### src/rtl/rf_defs.sv
// Shared register-file constants for the NPC core's decode and writeback stages.
package rf_defs;

  localparam int unsigned DEF_ADDR_WIDTH = 5;
  localparam int unsigned DEF_DATA_WIDTH = 32;
  localparam int unsigned REG_ZERO       = 0;

endpackage

### src/rtl/rf_scoreboard.sv
// Per-register busy scoreboard: set at issue, cleared at writeback, issue wins on a tie.
module rf_scoreboard
  import rf_defs::*;
#(
  parameter int unsigned ADDR_WIDTH = DEF_ADDR_WIDTH,
  parameter int unsigned NW         = 1
) (
  input  logic                       clk,
  input  logic                       rst,
  input  logic                       iss_en,
  input  logic [ADDR_WIDTH-1:0]      iss_addr,
  input  logic [NW-1:0]              we,
  input  logic [NW*ADDR_WIDTH-1:0]   wa,
  output logic [2**ADDR_WIDTH-1:0]   busy
);

  localparam int unsigned NREGS = 2**ADDR_WIDTH;

  logic [NREGS-1:0] busy_q, busy_d;
  logic [NREGS-1:0] set_v, clr_v;

  always_comb begin
    set_v = '0;
    clr_v = '0;
    if (iss_en) begin
      set_v[iss_addr] = 1'b1;
    end
    for (int j = 0; j < NW; j++) begin
      if (we[j]) begin
        clr_v[wa[j*ADDR_WIDTH +: ADDR_WIDTH]] = 1'b1;
      end
    end
    // A new producer issuing in the old producer's writeback cycle keeps the bit set.
    busy_d           = set_v | (busy_q & ~clr_v);
    busy_d[REG_ZERO] = 1'b0;
  end

  always_ff @(posedge clk) begin
    if (rst) begin
      busy_q <= '0;
    end else begin
      busy_q <= busy_d;
    end
  end

  assign busy = busy_q;

endmodule

### src/rtl/regfile_mp.sv
// Multi-port integer register file with write-first bypass, hardwired x0 and busy scoreboard.
module regfile_mp
  import rf_defs::*;
#(
  parameter int unsigned ADDR_WIDTH = DEF_ADDR_WIDTH,
  parameter int unsigned DATA_WIDTH = DEF_DATA_WIDTH,
  parameter int unsigned NR         = 2,
  parameter int unsigned NW         = 1
) (
  input  logic                       clk,
  input  logic                       rst,
  input  logic [NR*ADDR_WIDTH-1:0]   ra,
  output logic [NR*DATA_WIDTH-1:0]   rd,
  output logic [NR-1:0]              rbusy,
  input  logic [NW-1:0]              we,
  input  logic [NW*ADDR_WIDTH-1:0]   wa,
  input  logic [NW*DATA_WIDTH-1:0]   wd,
  input  logic                       iss_en,
  input  logic [ADDR_WIDTH-1:0]      iss_addr
);

  localparam int unsigned          NREGS     = 2**ADDR_WIDTH;
  localparam logic [ADDR_WIDTH-1:0] ZERO_ADDR = ADDR_WIDTH'(REG_ZERO);

  logic [DATA_WIDTH-1:0] regs_q [NREGS];
  logic [NREGS-1:0]      busy;

  rf_scoreboard #(
    .ADDR_WIDTH (ADDR_WIDTH),
    .NW         (NW)
  ) u_scoreboard (
    .clk      (clk),
    .rst      (rst),
    .iss_en   (iss_en),
    .iss_addr (iss_addr),
    .we       (we),
    .wa       (wa),
    .busy     (busy)
  );

  // Ports are visited in ascending order, so the highest-index port wins an address conflict.
  always_ff @(posedge clk) begin
    if (rst) begin
      for (int r = 0; r < NREGS; r++) begin
        regs_q[r] <= '0;
      end
    end else begin
      for (int j = 0; j < NW; j++) begin
        if (we[j] && wa[j*ADDR_WIDTH +: ADDR_WIDTH] != ZERO_ADDR) begin
          regs_q[wa[j*ADDR_WIDTH +: ADDR_WIDTH]] <= wd[j*DATA_WIDTH +: DATA_WIDTH];
        end
      end
    end
  end

  for (genvar i = 0; i < NR; i++) begin : g_rd
    logic [ADDR_WIDTH-1:0] addr;
    logic [DATA_WIDTH-1:0] data;

    assign addr = ra[i*ADDR_WIDTH +: ADDR_WIDTH];

    always_comb begin
      data = regs_q[addr];
      for (int j = 0; j < NW; j++) begin
        if (we[j] && wa[j*ADDR_WIDTH +: ADDR_WIDTH] == addr) begin
          data = wd[j*DATA_WIDTH +: DATA_WIDTH];
        end
      end
      if (rst || addr == ZERO_ADDR) begin
        data = '0;
      end
    end

    assign rd[i*DATA_WIDTH +: DATA_WIDTH] = data;
    // Registered busy only: decode stalls one cycle conservatively instead of looping through issue.
    assign rbusy[i] = ~rst & busy[addr];
  end

endmodule

### config.mk
export PLATFORM = sky130hd
export DESIGN_NAME = regfile_mp
export DESIGN_NICKNAME = d
export VERILOG_FILES = /design/src/rtl/rf_defs.sv /design/src/rtl/rf_scoreboard.sv /design/src/rtl/regfile_mp.sv
export SDC_FILE = /design/constraint.sdc
export NUM_CORES = 2
export LEC_CHECK = 0
export ABC_AREA = 0
export CAP_MARGIN = 20
export CORE_ASPECT_RATIO = 1.1
export CORE_MARGIN = 1.5
export CORE_UTILIZATION = 51
export DETAILED_ROUTE_END_ITERATION = 7
export PLACE_DENSITY = 0.7
export SLEW_MARGIN = 20
export SYNTH_ARGS = -nofsm -noshare
export SYNTH_HDL_FRONTEND = slang
export SYNTH_HIERARCHICAL = 1
export SYNTH_SLANG_ARGS = --single-unit
export TNS_END_PERCENT = 50
### constraint.sdc
create_clock -name clk -period 2.43 [get_ports clk]
set_input_delay 0.3645 -clock clk [delete_from_list [all_inputs] [get_ports clk]]
set_output_delay 0.3645 -clock clk [all_outputs]
set_load 0.1 [all_outputs]
* Word level (Yosys, flattened, before mapping)
Memories as Yosys holds them, arrays and structs flattened. Cells that the tools add are included.
Word-level totals: flip-flop bits (word level) 32, RAM bits 1024, input bits 56, output and inout port bits 66, logic and storage cells 50, memories 1
Operators by class: $lt $le $gt $ge 6, equality and inequality tests 2, multiplexer cells 22, bitwise operators 6, reduce and logical (&&, ||, !) cells 11
Memory list:
- regs_q | depth 32, width 32, rd ports 2, clocked after memory_dff 0, wr ports 32, line regfile_mp.sv:25 | logic [DATA_WIDTH-1:0] regs_q [NREGS];
Operators with widths (number):
- two-way mux 32 bit | 7
- bitwise AND 32 bit | 1
- inverter 32 bit | 1
- OR 32 bit | 1
- OR reduction 32 bit | 1
- less-than comparator 5 x 6 -> 1 bit, second input constant | 4
- binary-select mux 1 bit (select 5 bit) | 2
- demux 1 bit (select 5 bit) | 2
- == test 5 bit | 2
- >= comparator 5 x 1 -> 1 bit, second input constant | 2
- logical NOT 5 bit | 2
- two-way mux 1 bit | 10
- logical AND 1 bit | 5
- two-way mux 5 bit | 1
- nonzero test 5 bit | 1
- bitwise AND 1 bit | 2
- logical OR 1 bit | 2
- inverter 1 bit | 1

* Depth between registers and ports, before layout
depth in word-level cells 8, mapped depth 10, gate-level depth less buffers 5

* Cells and area by module
Netlist, hierarchy kept.
Modules (own cells, without submodules):
- regfile_mp | times used 1, cells an instance 3921, area each 55826.0 um2, sequential area each 30749.5 um2
- rf_scoreboard | times used 1, cells an instance 155, area each 1357.6 um2, sequential area each 620.6 um2

* Worst setup path after synthesis
OpenSTA, ideal clock, no wires.
kind input-to-output, start point in ra[5], end point out rbusy[1], arrival time 4.533 ns, data required time 2.066 ns, setup slack -2.467 ns, stages 8, buffers on the path 4, cells stage by stage buf_2 buf_6 buf_4 buf_4 mux2i_1 o221ai_1 o22ai_1 o41ai_1
On the way: cells in the longest elaborated chain, start to end 3
RTL lines:
- start, declared | line regfile_mp.sv:12 | input logic [NR*ADDR_WIDTH-1:0] ra,
- binary-select mux 1 bit (select 5 bit) | line regfile_mp.sv:76 | assign rbusy[i] = ~rst & busy[addr];
- two-way mux 1 bit (not written as such) | line regfile_mp.sv:76
- bitwise AND 1 bit | line regfile_mp.sv:76
- end, declared | line regfile_mp.sv:14 | output logic [NR-1:0] rbusy,
Every way passes these cells. The select of a mux whose other input is x is not followed.

==> metrics.md <==
| Metric | Value |
|---|---|
| Max FO, Critical Path | 2 |
| CP Launch Type | flop |
| Slew HR | 0.597 |
| Post-Route Utilization | 0.637 |
| Fin nets | 4528 |
| Post-synthesis sequential area ratio | 0.549 |
| Clock-pin slew on the worst setup and hold paths | 60 ps |
| PortBufs | 121 |
| Seq cells post-synth | 1055 |
| Initial Utilization | 0.515 |
| Syn_area_per_cell | 14.0 um^2 |
| VDD IR max | 573 uV |
| Worst setup margin | -659 ps |
| Top_reg_cell synth | edfxtp_1 |
| Number of flops mapped to enable cells by yosys | 1024 |
| RSZ-0062 raised after global routing | true |
| Hold slack | 75.6 ps |
| Power Density | 658 nW/um^2 |
| Total power | 46.5 mW |
| RR Startpoint | u_scoreboard/busy[31]$_SDFF_PP0_ |
| Violated checks | setup timing |
| Tightest Hold Check Type | in -> reg |
| Root Driver | clkbuf_16 |
| Layout area overhead | 23.6% |
| CP Class | reg -> out |
| CTS Hold Bufs | 0 |
| Vias in the first global route | 41.7k |
| Sink Count | 1055 |
| Worst Tran Pin Value | 605 ps |
| Routability Congestion | 0.941 |
| Cells after Synth | 4076 |
| Final ANT Viol Nets | 0 |
| CTS buffer count | 109 |
| Fillers | 7898 |
| Final Skew | 0 ps |
| Die W | 322 um |
| Avg WL per Cell | 34.3 um |
| Crit path arrival time | 2720 ps |
| Drt total wl | 208000 um |
| CTS tree | yes |
| Req. time, crit path | 2070 ps |
| Fin crit period | 3090 ps |
| Die Y | 354 um |
| HP Start | rst |
| Finish-stage setup viols | 66 |
| Starting DRT DRC Count | 6292 |
| Synth warn | 6 |
| Worst reg2reg setup slack | 1660 ps |
| Clock insertion delay at the later pin of the skew report | 700 ps |
| Largest net degree at the start of global routing | 33 |
| Drc violations | 0 |
| GRT overflow | 0 |
| Num rows | 128 |
| WHS Endpoint | regs_q[0][27]$_SDFFCE_PN0P_ |
| Crit Reg-Reg Endpoint | u_scoreboard/busy[31]$_SDFF_PP0_ |
| Max Cap Viol | 0 |
| First-pass GRT wire length | 293000 um |
| Cell taking the most area after synthesis | edfxtp_1 |
| Worst-case clock buffer depth | 3 |
| Final hold violations | 0 |
| FF-to-FF path depth | 3 |
| Initial antenna violation count | 16 |
| Via count | 41.5k |
| Max frequency | 324 MHz |
| Max Transition Viols Final | 0 |
| First-pass iteration count of the detailed router | 5 |
| P_leak | 26.1 nW |
| H-tree depth | 3 |
| Dpl hpwl | 139000 um |
| Setup WS pre-CTS | -920 ps |
| Total GRT Usage | 0.363 |
| Inst Count DP | 5829 |
| Cell Count, Final, Fillers Out | 6069 |
| Asr flop ratio synth | 0 |
| Die ar. | 114000 um^2 |
| Outcome | finished with violations |
| Top-area cell type share of the netlist area | 0.538 |
| Via density | 6.83 |
| Final period utilization | 1.27 |
| Top post-synthesis cells by area | edfxtp_1, mux4_2, and2_1, mux2i_1, clkbuf_1 |
| CP Capture Type | output pin |
| Share of cells above drive strength 1 | 0.321 |
| I/O Pins | 122 |
| Unique masters post-synth | 52 |
| Hold depth | 1 |
| Post-Syn Area | 57200 um^2 |
| Core Region | 111000 um^2 |
[worst max-delay path, cell delays in order (launching register included)]
cell and delay (ps):
edfxtp_1 420, mux4_2 500, mux2i_1 160, buf_4 150
nor2_2 30, a211o_1 270, a32o_4 310, buf_12 170
[how the worst max path moves through the flow]
stage	from	to	slack, ps	depth (start not counted)
6_report	regs_q[5][30]$_SDFFCE_PN0P_	rd[30]	-660	7
5_1_grt	regs_q[5][30]$_SDFFCE_PN0P_	rd[30]	-700	7
4_1_cts	regs_q[5][30]$_SDFFCE_PN0P_	rd[30]	-670	7
3_5_place_dp	ra[8]	rd[46]	-920	10
3_3_place_gp	ra[8]	rd[44]	-970	10
2_1_floorplan	ra[5]	rbusy[1]	-420	8
[cells in the final DEF, fill, tap and decap left out, types with 36 or more instances in the layout]
master,Yosys,routed
a221oi_1,92,89
mux2i_1,357,354
clkbuf_16,0,113
o21ai_0,113,75
a22oi_1,62,54
a21oi_1,86,63
buf_12,0,233
clkdlybuf4s50_1,0,39
o21ai_1,12,37
buf_4,26,390
mux4_2,371,371
edfxtp_1,1024,1024
and2_1,995,992
nor2_4,0,36
[timing repair]
| item | in CTS | in global routing |
|---|---|---|
| endpoints found under the setup margin | 66 | 66 |
| cloned | 0 | 2 |
| setup buffers | 19 | 9 |
| pin swaps | 56 | 43 |
| endpoints found under the hold margin | 0 | 0 |
| resized for setup | 174 | 78 |
[routing by layer]
layer,up-vias,GRT usage,share of wire
li1,16500,-,-
met1,20900,0.473,0.35
met2,3377,0.550,0.45
met3,700,0.0899,0.13
met4,2,0.220,0.066
met5,-,0,0.000062
[cell type report]
| type | count | area [um^2] | area share |
|---|---|---|---|
| clock buffers | 142 | 2930 | 0.0415 |
| multi-input cells | 2617 | 25500 | 0.361 |
| clock inverters | 61 | 639 | 0.00905 |
| inverters | 2 | 7.51 | 0.000106 |
| repair buffers | 687 | 8310 | 0.118 |
| well taps | 1495 | 1870 | 0.0265 |
| diodes | 10 | 25.0 | 0.000354 |
| flip-flops and latches | 1055 | 31400 | 0.444 |
[Yosys cell counts (6+ instances only)]
cell type,count
a211o_1,32
a211oi_1,10
a21oi_1,86
a221oi_1,92
a22oi_1,62
a31oi_1,12
a32o_1,32
and2_1,995
and2b_1,18
and3_1,21
buf_1,15
buf_2,68
buf_4,26
buf_6,12
clkbuf_1,312
dfxtp_1,31
edfxtp_1,1024
mux2_2,34
mux2i_1,357
mux4_2,371
nand2_1,67
nand3b_1,13
nor2_1,43
nor2b_1,16
nor3_1,23
o21ai_0,113
o21ai_1,12
o21bai_1,31
o221ai_1,36
o22ai_1,33
or2_2,32
xnor2_1,6
[power breakdown]
part,switching (mW),internal (mW)
clock,7.33,9.77
combinational,4.53,3.40
sequential,0.549,20.9
total,12.4,34.1
[flip-flops by register name, summed over array words and instances (netlist names)]
signal,cells
regs_q,1024
u_scoreboard/busy,31
[cells by family after synthesis]
group / Yosys count / share of synthesized area
muxes: 762 / 0.215
buffers and inverters: 435 / 0.0333
and+or+nand+nor: 1256 / 0.133
DFF: 1055 / 0.549
other: 2 / 0.000131
AOI/OAI and AO/OA: 556 / 0.0678
xor gates and xnor gates: 10 / 0.00153
[per-stage QoR]
step,cell area [um^2],setup TNS [ps]
after floorplan,57800,-12270
after global placement,65900,-230140
after detailed placement,65900,-242310
after CTS,70200,-31010
after global routing,70600,-32180
final,70700,-29230
(Power assumes the default switching activity.)
